==> src/rtl/gate_fault_arbiter.sv <==
// Round-robin arbiter sharing one faulty-gate evaluator between requesters.
// Define FAULT_ARB_STATS_EN to add saturating eval_count/true_count outputs.
module gate_fault_arbiter #(
   parameter int REQ_COUNT    = 4,
   parameter int INPUT_COUNT  = 2,
   parameter int EVAL_LATENCY = 1,
   parameter int CNT_WIDTH    = 16
) (
   input  logic                             clk,
   input  logic                             logic_reset_n,
   input  logic [REQ_COUNT-1:0]             req,
   input  logic [REQ_COUNT*INPUT_COUNT-1:0] req_in,
   output logic [REQ_COUNT-1:0]             ack,
   output logic                             ack_result,
   output logic                             busy,
   output logic [INPUT_COUNT-1:0]           gate_in,
   output logic                             gate_fault_in,
   input  logic                             gate_out
`ifdef FAULT_ARB_STATS_EN
   ,
   output logic [CNT_WIDTH-1:0]             eval_count,
   output logic [CNT_WIDTH-1:0]             true_count
`endif
);

   localparam int IW = (REQ_COUNT > 1) ? $clog2(REQ_COUNT) : 1;
   localparam int CW = $clog2(EVAL_LATENCY + 1);

   typedef enum logic [1:0] {
      IDLE,
      ISSUE,
      WAIT,
      RESP
   } state_e;

   state_e                 state_q, state_d;
   logic [IW-1:0]          ptr_q, ptr_d;
   logic [IW-1:0]          idx_q, idx_d;
   logic [CW-1:0]          cnt_q, cnt_d;
   logic [REQ_COUNT-1:0]   ack_q, ack_d;
   logic                   ack_result_q, ack_result_d;
   logic                   busy_q, busy_d;
   logic [INPUT_COUNT-1:0] gate_in_q, gate_in_d;
   logic                   fault_q, fault_d;

   logic                   grant_found;
   logic [IW-1:0]          grant_idx;
   logic [INPUT_COUNT-1:0] grant_vec;
   logic [REQ_COUNT-1:0]   idx_onehot;

   // Search ptr+1, ptr+2, ... so the last winner has lowest priority.
   always_comb begin
      grant_found = 1'b0;
      grant_idx   = '0;
      grant_vec   = '0;
      for (int i = 1; i <= REQ_COUNT; i++) begin
         for (int k = 0; k < REQ_COUNT; k++) begin
            if (!grant_found && req[k] &&
                k == (int'(ptr_q) + i) % REQ_COUNT) begin
               grant_found = 1'b1;
               grant_idx   = IW'(k);
               grant_vec   = req_in[k*INPUT_COUNT +: INPUT_COUNT];
            end
         end
      end
   end

   always_comb begin
      idx_onehot = '0;
      for (int k = 0; k < REQ_COUNT; k++) begin
         idx_onehot[k] = (IW'(k) == idx_q);
      end
   end

   always_comb begin
      state_d      = state_q;
      ptr_d        = ptr_q;
      idx_d        = idx_q;
      cnt_d        = cnt_q;
      ack_d        = '0;
      ack_result_d = ack_result_q;
      gate_in_d    = gate_in_q;
      fault_d      = 1'b0;
      unique case (state_q)
         IDLE: begin
            gate_in_d = '0;
            if (grant_found) begin
               idx_d     = grant_idx;
               gate_in_d = grant_vec;
               fault_d   = 1'b1;
               state_d   = ISSUE;
            end
         end
         ISSUE: begin
            cnt_d   = CW'(EVAL_LATENCY);
            state_d = WAIT;
         end
         WAIT: begin
            if (cnt_q == CW'(1)) begin
               ack_result_d = gate_out;
               ack_d        = idx_onehot;
               state_d      = RESP;
            end else begin
               cnt_d = cnt_q - 1'b1;
            end
         end
         RESP: begin
            ptr_d     = idx_q;
            gate_in_d = '0;
            state_d   = IDLE;
         end
         default: begin
            state_d = IDLE;
         end
      endcase
      busy_d = (state_d != IDLE);
   end

`ifdef FAULT_ARB_STATS_EN
   logic [CNT_WIDTH-1:0] eval_q, eval_d;
   logic [CNT_WIDTH-1:0] true_q, true_d;

   always_comb begin
      eval_d = eval_q;
      true_d = true_q;
      if (state_q == RESP) begin
         if (eval_q != '1) begin
            eval_d = eval_q + 1'b1;
         end
         if (ack_result_q && true_q != '1) begin
            true_d = true_q + 1'b1;
         end
      end
   end

   assign eval_count = eval_q;
   assign true_count = true_q;
`endif

   always_ff @(posedge clk or negedge logic_reset_n) begin
      if (!logic_reset_n) begin
         state_q      <= IDLE;
         ptr_q        <= IW'(REQ_COUNT - 1);
         idx_q        <= '0;
         cnt_q        <= '0;
         ack_q        <= '0;
         ack_result_q <= 1'b0;
         busy_q       <= 1'b0;
         gate_in_q    <= '0;
         fault_q      <= 1'b0;
`ifdef FAULT_ARB_STATS_EN
         eval_q       <= '0;
         true_q       <= '0;
`endif
      end else begin
         state_q      <= state_d;
         ptr_q        <= ptr_d;
         idx_q        <= idx_d;
         cnt_q        <= cnt_d;
         ack_q        <= ack_d;
         ack_result_q <= ack_result_d;
         busy_q       <= busy_d;
         gate_in_q    <= gate_in_d;
         fault_q      <= fault_d;
`ifdef FAULT_ARB_STATS_EN
         eval_q       <= eval_d;
         true_q       <= true_d;
`endif
      end
   end

   assign ack           = ack_q;
   assign ack_result    = ack_result_q;
   assign busy          = busy_q;
   assign gate_in       = gate_in_q;
   assign gate_fault_in = fault_q;

endmodule

==> config.mk <==
export PLATFORM = sky130hd
export DESIGN_NAME = gate_fault_arbiter
export DESIGN_NICKNAME = d
export VERILOG_FILES = /design/src/rtl/gate_fault_arbiter.sv
export SDC_FILE = /design/constraint.sdc
export NUM_CORES = 1
export LEC_CHECK = 0
export ABC_CLOCK_PERIOD_IN_PS = 5150
export CORE_MARGIN = 5
export CORE_UTILIZATION = 32
export DETAILED_ROUTE_END_ITERATION = 6
export SLEW_MARGIN = 20
export SYNTH_ARGS = -nofsm -noshare
export SYNTH_HDL_FRONTEND = slang
export SYNTH_SLANG_ARGS = --single-unit
==> constraint.sdc <==
create_clock -name clk -period 5.15 [get_ports clk]
set_input_delay 1.03 -clock clk [delete_from_list [all_inputs] [get_ports clk]]
set_output_delay 1.03 -clock clk [all_outputs]
set_load 0.03 [all_outputs]
; ---- Word level (Yosys, flattened, before mapping)
; Index checks and enable logic that the tools add are counted.
[totals]
in_bits = 15
out_inout_bits = 9
regBits = 16
[op_classes]
n_eq_ne = 18
bitwise_logic = 4
n_addsub = 5
reduce_logical = 61
mux = 58
[ops]
columns = operator, count
row1 = $logic_not A32 Y1, 4
row2 = $mux W2, 33
row3 = $logic_and A1 B1 Y1, 31
row4 = $eq A3 B3 Y1 const A, 8
row5 = $mux W1, 20
row6 = $logic_not A1 Y1, 15
row7 = $eq A2 B3 Y1 const A, 4
row8 = $mux W4, 2
row9 = $pmux W2 S4, 1
row10 = $reduce_or A2 Y1, 4
row11 = $reduce_bool A2 Y1, 3
row12 = $add A2 B1 Y2 const B, 2
row13 = $add A2 B2 Y2 const B, 2
row14 = $and A1 B1 Y1 const A, 4
row15 = $eq A2 B2 Y1 const A, 2
row16 = $eq A2 B2 Y1 const B, 2
row17 = $logic_not A2 Y1, 2
row18 = $pmux W2 S2, 1
row19 = $reduce_and A2 Y1, 2
row20 = $eq A1 B2 Y1 const A, 1
row21 = $eq A2 B1 Y1 const B, 1
row22 = $pmux W1 S2, 1
row23 = $sub A1 B1 Y1 const B, 1

; ---- Depth between registers and ports, before layout
; Gate-level depths: netlist of run 1.
[logic_depth]
depth_word = 69
ltp_mapped = 7

; ---- Worst setup path before layout of run 1
; Ideal clock, no wire load.
[synth_timing]
path_type = input port to flip-flop
startpoint = input port req[0]
endpoint = register gate_in_q[0], in the netlist gate_in[0]
setup_time_ns = 0.127
arrival_time_ns = 2.142
setup_slack_ns = 2.880
n_path_buf = 2
path_stages = 7
cell_sequence = buf_6 -> buf_6 -> and3b_1 -> a32oi_1 -> o41ai_1 -> a221o_1 -> a21boi_2
[synth_via]
elab_chain_cells = 64
[synth_rtl]
columns = item, line_no
row1 = start: declaration, 11  ; input logic [REQ_COUNT-1:0] req,
row2 = $logic_and A1 B1 Y1, 58  ; if (!grant_found && req[k] &&
row3 = $mux W1, 58
row4 = $logic_not A1 Y1, 58
row5 = $logic_and A1 B1 Y1 (2 in series), 58
row6 = $mux W1, 58
row7 = $logic_not A1 Y1, 58
row8 = $logic_and A1 B1 Y1 (2 in series), 58
row9 = $mux W1, 58
row10 = (+44 left out), n/a
row11 = $logic_not A1 Y1, 58
row12 = $logic_and A1 B1 Y1 (2 in series), 58
row13 = $mux W1, 58
row14 = $logic_not A1 Y1, 58
row15 = $logic_and A1 B1 Y1 (2 in series), 58
row16 = $mux W2 / $mux W1 (equally long branches), 58
row17 = $mux W2 *, 87  ; if (grant_found) begin
row18 = $pmux W2 S2 *, 84  ; unique case (state_q)
row19 = end signal: assignment, 163  ; gate_in_q <= gate_in_d;
row20 = end: declaration, 43  ; logic [INPUT_COUNT-1:0] gate_in_q, gate_in_d;
; Every way passes the cells marked *; elsewhere a longest branch is shown, timed or not.
; A chain may end at the register's enable or synchronous reset.

; ---- Worst setup path after layout of run 1
[layout_timing]
startpoint = input port req[3]
endpoint = register gate_in_q[0], in the netlist gate_in[0]
[layout_via]
elab_chain_cells = 53
[layout_rtl]
columns = item, line_no
row1 = $logic_and A1 B1 Y1 (2 in series), 58
row2 = $mux W1, 58
row3 = $logic_not A1 Y1, 58
row4 = $logic_and A1 B1 Y1 (2 in series), 58
row5 = $mux W1, 58
row6 = $logic_not A1 Y1, 58
row7 = $logic_and A1 B1 Y1 (2 in series), 58
row8 = $mux W1, 58
row9 = (+32 left out), n/a
row10 = $logic_not A1 Y1, 58
row11 = $logic_and A1 B1 Y1 (2 in series), 58
row12 = $mux W1, 58
row13 = $logic_not A1 Y1, 58
row14 = $logic_and A1 B1 Y1 (2 in series), 58
row15 = $mux W2 / $mux W1 (equally long branches), 58
row16 = $mux W2 *, 87
row17 = $pmux W2 S2 *, 84
; Marks and branches as above.

==> results of run 1 <==
## stage by stage
| stage | utilization (%) | std cells | worst slack (ns) | hold WS (ns) |
|---|---|---|---|---|
| finish | 39.4 | 211 | 2.17 | 0.504 |
| global route | 39.4 | 211 | 2.07 | 0.520 |
| CTS | 39.4 | 211 | 2.17 | 0.507 |
| detailed placement | 38.0 | 207 | 1.92 | 0.493 |
| global placement | 38.0 | 207 | 1.98 | 0.485 |
| floorplan | - | 144 | 2.88 | 0.460 |
## final cells by class
type | instances | area [sq um] | share of cell area (%)
Multi-Input combinational cell | 111 | 777 | 50.0
Timing Repair Buffer | 23 | 230 | 14.8
Sequential cell | 16 | 403 | 25.9
Clock buffer | 4 | 55.1 | 3.54
Inverter | 7 | 26.3 | 1.69
Tap cell | 50 | 62.6 | 4.03
## cells in the final DEF, fill, tap and decap left out, types with 3 or more instances in the layout
master           Yosys  final
nand3_1              5      5
a21oi_1              5      5
dfrtp_1             14     14
mux2_2               5      5
clkbuf_8             0      4
ha_1                 4      4
clkdlybuf4s50_1      0     23
o21ai_0              9      9
nor3_1               6      6
inv_1                7      7
nand2_1             12     12
nor2b_1              4      4
o211a_1              3      3
and3b_1              4      4
nor2_1              11     11
## report_power, final
group / internal (mW) / switching [mW] / leakage, nW / total (mW)
Combinational: 0.189 / 0.205 / 0.412 / 0.394
Clock: 0.0677 / 0.0392 / 0.0288 / 0.107
Sequential: 0.183 / 0.0680 / 0.194 / 0.251
## cell families after synthesis
family                   count (synthesis)  synth area share [%]
AND/OR/NAND/NOR                         65                  31.3
multiplexers                             5                  4.39
flip-flops                              16                  31.4
buffers and inverters                   17                  8.09
AO/OA/AOI/OAI                           37                  21.0
adder cells (fa/ha/maj)                  4                  3.90
## path summary, 6_finish.rpt
kind / to / cells past startpoint
setup / recovery: gate_in[0]$_DFFE_PN0P_ / 6
hold / removal: ack_result$_DFFE_PN0P_ / 1
setup reg to reg: gate_in[0]$_DFFE_PN0P_ / 5
hold reg to reg: ack_result$_DFFE_PN0P_ / 1
max in group asynchronous: gate_fault_in$_DFF_PN0_ / 1
min in group asynchronous: state_q[0]$_DFF_PN0_ / 1
## registers in the layout (all words and copies together), names as in the netlist
register / count
busy: 1
gate_in: 2
cnt_q: 1
idx_q: 2
ptr_q: 2
ack_result: 1
state_q: 2
ack: 4
gate_fault_in: 1
## worst max-delay path, cell delays in order
cell	delay (ns)
clkdlybuf4s50_1	0.89
and4bb_4	0.30
and2_4	0.16
o41ai_1	0.42
a221o_1	0.20
a21boi_2	0.16
## metal layers
layer	vias up	wire length (um)
li1	568	-
met1	556	1340
met2	35	1410
met3	4	192
met4	0	44
met5	-	0
==> flow_summary.json, run 1 <==
{
  "status": "finished, final reports clean",
  "grt_usage_pct": 12.2,
  "fin_tns_setup_ns": 0,
  "first_iter_violations": 134,
  "core_sq_um": 3940,
  "ioPinCount": 24,
  "grtUsageMet3_pct": 2.46,
  "clk_latency_ns": 0.24,
  "critPathLaunchType": "input pin",
  "yosysWarnings": 0,
  "hold_violations": 0,
  "slew_headroom_pct": 54.2,
  "nets": 181,
  "period_needed_ns": 2.98,
  "irDropWorstVdd_mv": 0.182,
  "syn_area_sq_um": 1280,
  "yosysSeqAreaShare_pct": 31.4,
  "tightest_slew_ns": 0.685,
  "dieArea_sq_um": 5380,
  "rsz0062_at_grt": "no",
  "busiest_layer": "met2",
  "grt_max_degree": 22,
  "post_cts_buffers": 0,
  "avgViaCountPerCell": 5.51,
  "yosysMostFrequentCell": "dfrtp_1",
  "placed_area_sq_um": 1500,
  "skew_ns": 0.000770,
  "antenna_left": 0,
  "hold_class": "reg -> reg",
  "dpl.hpwl_um": 2300,
  "nFillCells": 372,
  "synthesis.nets": 163,
  "vias": 1163,
  "die_w_um": 73.3,
  "diodes": 0,
  "initial_core_util_pct": 32.6,
  "synth_top_area_share_pct": 27.3,
  "cap_violations": 0,
  "max_clock_freq_mhz": 335,
  "finalWeightedCongestion": 0.852,
  "synth-main-ff-cell": "dfrtp_1",
  "yosys.area.top_type": "dfrtp_1",
  "finalPower_uw": 752,
  "synth_common_cells": "dfrtp_1 (14), nand2_1 (12), nor2_1 (11)",
  "synth-edff-count": 0,
  "cp_data_arrival_time_ns": 3.15,
  "powerDensity_nw_per_um2": 484,
  "die-height_um": 73.3,
  "required_ns": 5.32,
  "regToRegSetupSlack_ns": 3.18,
  "rows": 23,
  "drc": 0,
  "critPathKind": "in -> reg",
  "cp-startpoint": "req[3]",
  "postLayoutCellArea_sq_um": 1550,
  "postSynthCellCount": 144,
  "cts_buffer_depth": 2,
  "grt_overflow": 0,
  "crit_fanout": 20,
  "use_met2_pct": 18.0,
  "antenna_found_initial": 0,
  "numCtsBuffers": 3,
  "ys_types": 50,
  "wire_per_inst_um": 14.2,
  "worstHoldStart": "ack_result$_DFFE_PN0P_",
  "io_buffers": 23,
  "clkSinkCount": 16,
  "async_reset_ff_share_pct": 100,
  "grtUsageMet1_pct": 17.6,
  "grt_pass1_vias": 1069,
  "ys_seq_elements": 16,
  "endpoint_kind": "flop",
  "avgSynthCellArea_sq_um": 8.91,
  "grt_pass1_wl_um": 5130,
  "drive_above_1_share_pct": 13.7,
  "area_delta_synth_final_pct": 21.1,
  "netlist_top_cells_area": "dfrtp_1 (27%), mux2_2 (4.4%), dfstp_2 (4.1%)",
  "cts_root_buffer": "clkbuf_8",
  "cts-resized-gates": 0,
  "r2r-start": "ptr_q[0]$_DFFE_PN1N_",
  "clk_pin_slew_ns": 0.06,
  "slew_viol_final": 0,
  "setup_violations": 0,
  "postCtsHoldBufs": 0,
  "cts_tree": "done",
  "drt_wl_total_um": 2990,
  "htreeDepth": 1,
  "total_leakage_power_nw": 0.634,
  "firstDrtPassIters": 4,
  "timing.final.crit_share_pct": 57.9
}
Note: power is estimated with default switching activity, not from simulation.
==> run 2: changes to the inputs <==
--- a/config.mk
+++ b/config.mk
@@ -5,7 +5,7 @@
 export SDC_FILE = /design/constraint.sdc
 export NUM_CORES = 1
 export LEC_CHECK = 0
-export ABC_CLOCK_PERIOD_IN_PS = 5150
+export ABC_CLOCK_PERIOD_IN_PS = 3100
 export CORE_MARGIN = 5
 export CORE_UTILIZATION = 32
 export DETAILED_ROUTE_END_ITERATION = 6
==> constraint.sdc (replaced) <==
create_clock -name clk -period 3.1 [get_ports clk]
set_input_delay 0.62 -clock clk [delete_from_list [all_inputs] [get_ports clk]]
set_output_delay 0.62 -clock clk [all_outputs]
set_load 0.03 [all_outputs]
==> flow_summary.json, run 2 (same netlist as run 1, synthesis figures left out) <==
{
  "status": "finished, final reports clean",
  "whs_path_depth": 1,
  "clkSinkCount": 16,
  "fin_tns_setup_ns": 0,
  "total_leakage_power_nw": 0.639,
  "initial_core_util_pct": 32.6,
  "cp_num_buf_inv": 1,
  "io_buffers": 23,
  "ioPinCount": 24,
  "r2r_cells": 5,
  "finish.utilization_pct": 39.6,
  "cts_buffer_depth": 2,
  "grt_max_degree": 22,
  "regArea_sq_um": 403,
  "grt_overflow": 0,
  "largest_reg_flops": 4,
  "dieArea_sq_um": 5380,
  "die-height_um": 73.3,
  "die_w_um": 73.3,
  "rsz0062_at_grt": "no",
  "core_sq_um": 3940,
  "antenna_found_initial": 0,
  "crit_fanout": 18,
  "clk_latency_ns": 0.24,
  "multi_input_area_sq_um": 777,
  "r2r-start": "ptr_q[0]$_DFFE_PN1N_",
  "diodes": 0,
  "max_clock_freq_mhz": 394,
  "area_delta_synth_final_pct": 21.6,
  "grt_usage_pct": 11.7,
  "cp_top_family": "buffers and inverters",
  "rows": 23,
  "skew_ns": 0.000857,
  "placed_area_sq_um": 1510,
  "wire_per_inst_um": 14.4,
  "drc": 0,
  "firstDrtPassIters": 4,
  "period_needed_ns": 2.54,
  "post_cts_buffers": 0,
  "drt_wl_total_um": 3060,
  "timing.final.crit_share_pct": 81.8,
  "first_iter_violations": 129,
  "critPathLaunchType": "input pin",
  "grt_pass1_vias": 1136,
  "worstHoldStart": "idx_q[1]$_DFFE_PN0P_",
  "finalPower_mw": 1.25,
  "drive_above_1_share_pct": 14.2,
  "mostFrequentLayoutCell": "clkdlybuf4s50_1",
  "postCtsHoldBufs": 0,
  "hold_violations": 0,
  "path_cells": "clkdlybuf4s50_1 -> and4bb_4 -> and2_4 -> o41ai_1 -> a221o_1 -> a21boi_2",
  "setup_violations": 0,
  "avgViaCountPerCell": 5.68,
  "numCtsBuffers": 3,
  "antenna_left": 0,
  "irDropWorstVdd_mv": 0.432,
  "postLayoutCellArea_sq_um": 1560,
  "dp.cells": 208,
  "vias": 1205,
  "cts_tree": "done",
  "finalWeightedCongestion": 0.861,
  "slew_viol_final": 0,
  "critPathMaxStageDelay_ns": 0.85,
  "grt_pass1_wl_um": 5060,
  "critPathKind": "in -> reg",
  "cp-startpoint": "req[0]",
  "powerDensity_nw_per_um2": 801,
  "cap_violations": 0,
  "htreeDepth": 1,
  "final_cell_mix": "clkdlybuf4s50_1 (23), dfrtp_1 (14), nand2_1 (12)",
  "hold_class": "reg -> reg",
  "cts-resized-gates": 0,
  "reg2reg_to": "gate_in[0]$_DFFE_PN0P_",
  "endpoint_kind": "flop",
  "cts_root_buffer": "clkbuf_8",
  "layout_setup_ws_ns": 0.563,
  "hold_end": "ack[0]$_DFF_PN0_",
  "cp_data_arrival_time_ns": 2.71,
  "nFillCells": 382,
  "tightest_slew_ns": 0.683,
  "slew_headroom_pct": 54.3,
  "slowest_stage": "clkdlybuf4s50_1",
  "dpl.hpwl_um": 2310,
  "dp_slack_ns": 0.344,
  "nets": 182,
  "hold_slack_ns": 0.511,
  "required_ns": 3.27,
  "regToRegSetupSlack_ns": 1.12,
  "instances_no_fill": 212,
  "clk_pin_slew_ns": 0.06
}
==> run 2: cell count changes in the layout (fill, tap and decap cells not counted) <==
cell / before / now
buf_4: 0 / 1
==> run 2: worst max path at each step <==
stage                                   endpoint  slack, ns  cells after the start
after global placement    gate_in[0]$_DFFE_PN0P_       0.35                      6
after global routing      gate_in[0]$_DFFE_PN0P_       0.45                      6
after detailed placement  gate_in[0]$_DFFE_PN0P_       0.34                      6
after floorplan           gate_in[0]$_DFFE_PN0P_       1.24                      7
final                     gate_in[0]$_DFFE_PN0P_       0.56                      6
after CTS                 gate_in[0]$_DFFE_PN0P_       0.58                      6
==> run 2: final cells by class <==
type                            count  share of cell area [%]
Clock buffer                        4                    3.53
Tap cell                           50                    4.01
Timing Repair Buffer               24                    15.2
Sequential cell                    16                    25.8
Multi-Input combinational cell    111                    49.8
Inverter                            7                    1.68
==> run 2: report_power, final <==
| part | total, mW | switching [mW] | leakage, nW | internal (mW) |
|---|---|---|---|---|
| Combinational | 0.654 | 0.340 | 0.416 | 0.314 |
| Clock | 0.178 | 0.0656 | 0.0288 | 0.112 |
| Sequential | 0.420 | 0.115 | 0.194 | 0.305 |
==> run 2: routing by layer <==
layer	vias up	track usage [%]	wire length, um
met5	-	0	0
met4	0	3.22	28
met3	2	3.28	224
met2	35	19.2	1480
met1	597	15.2	1330
li1	571	-	-
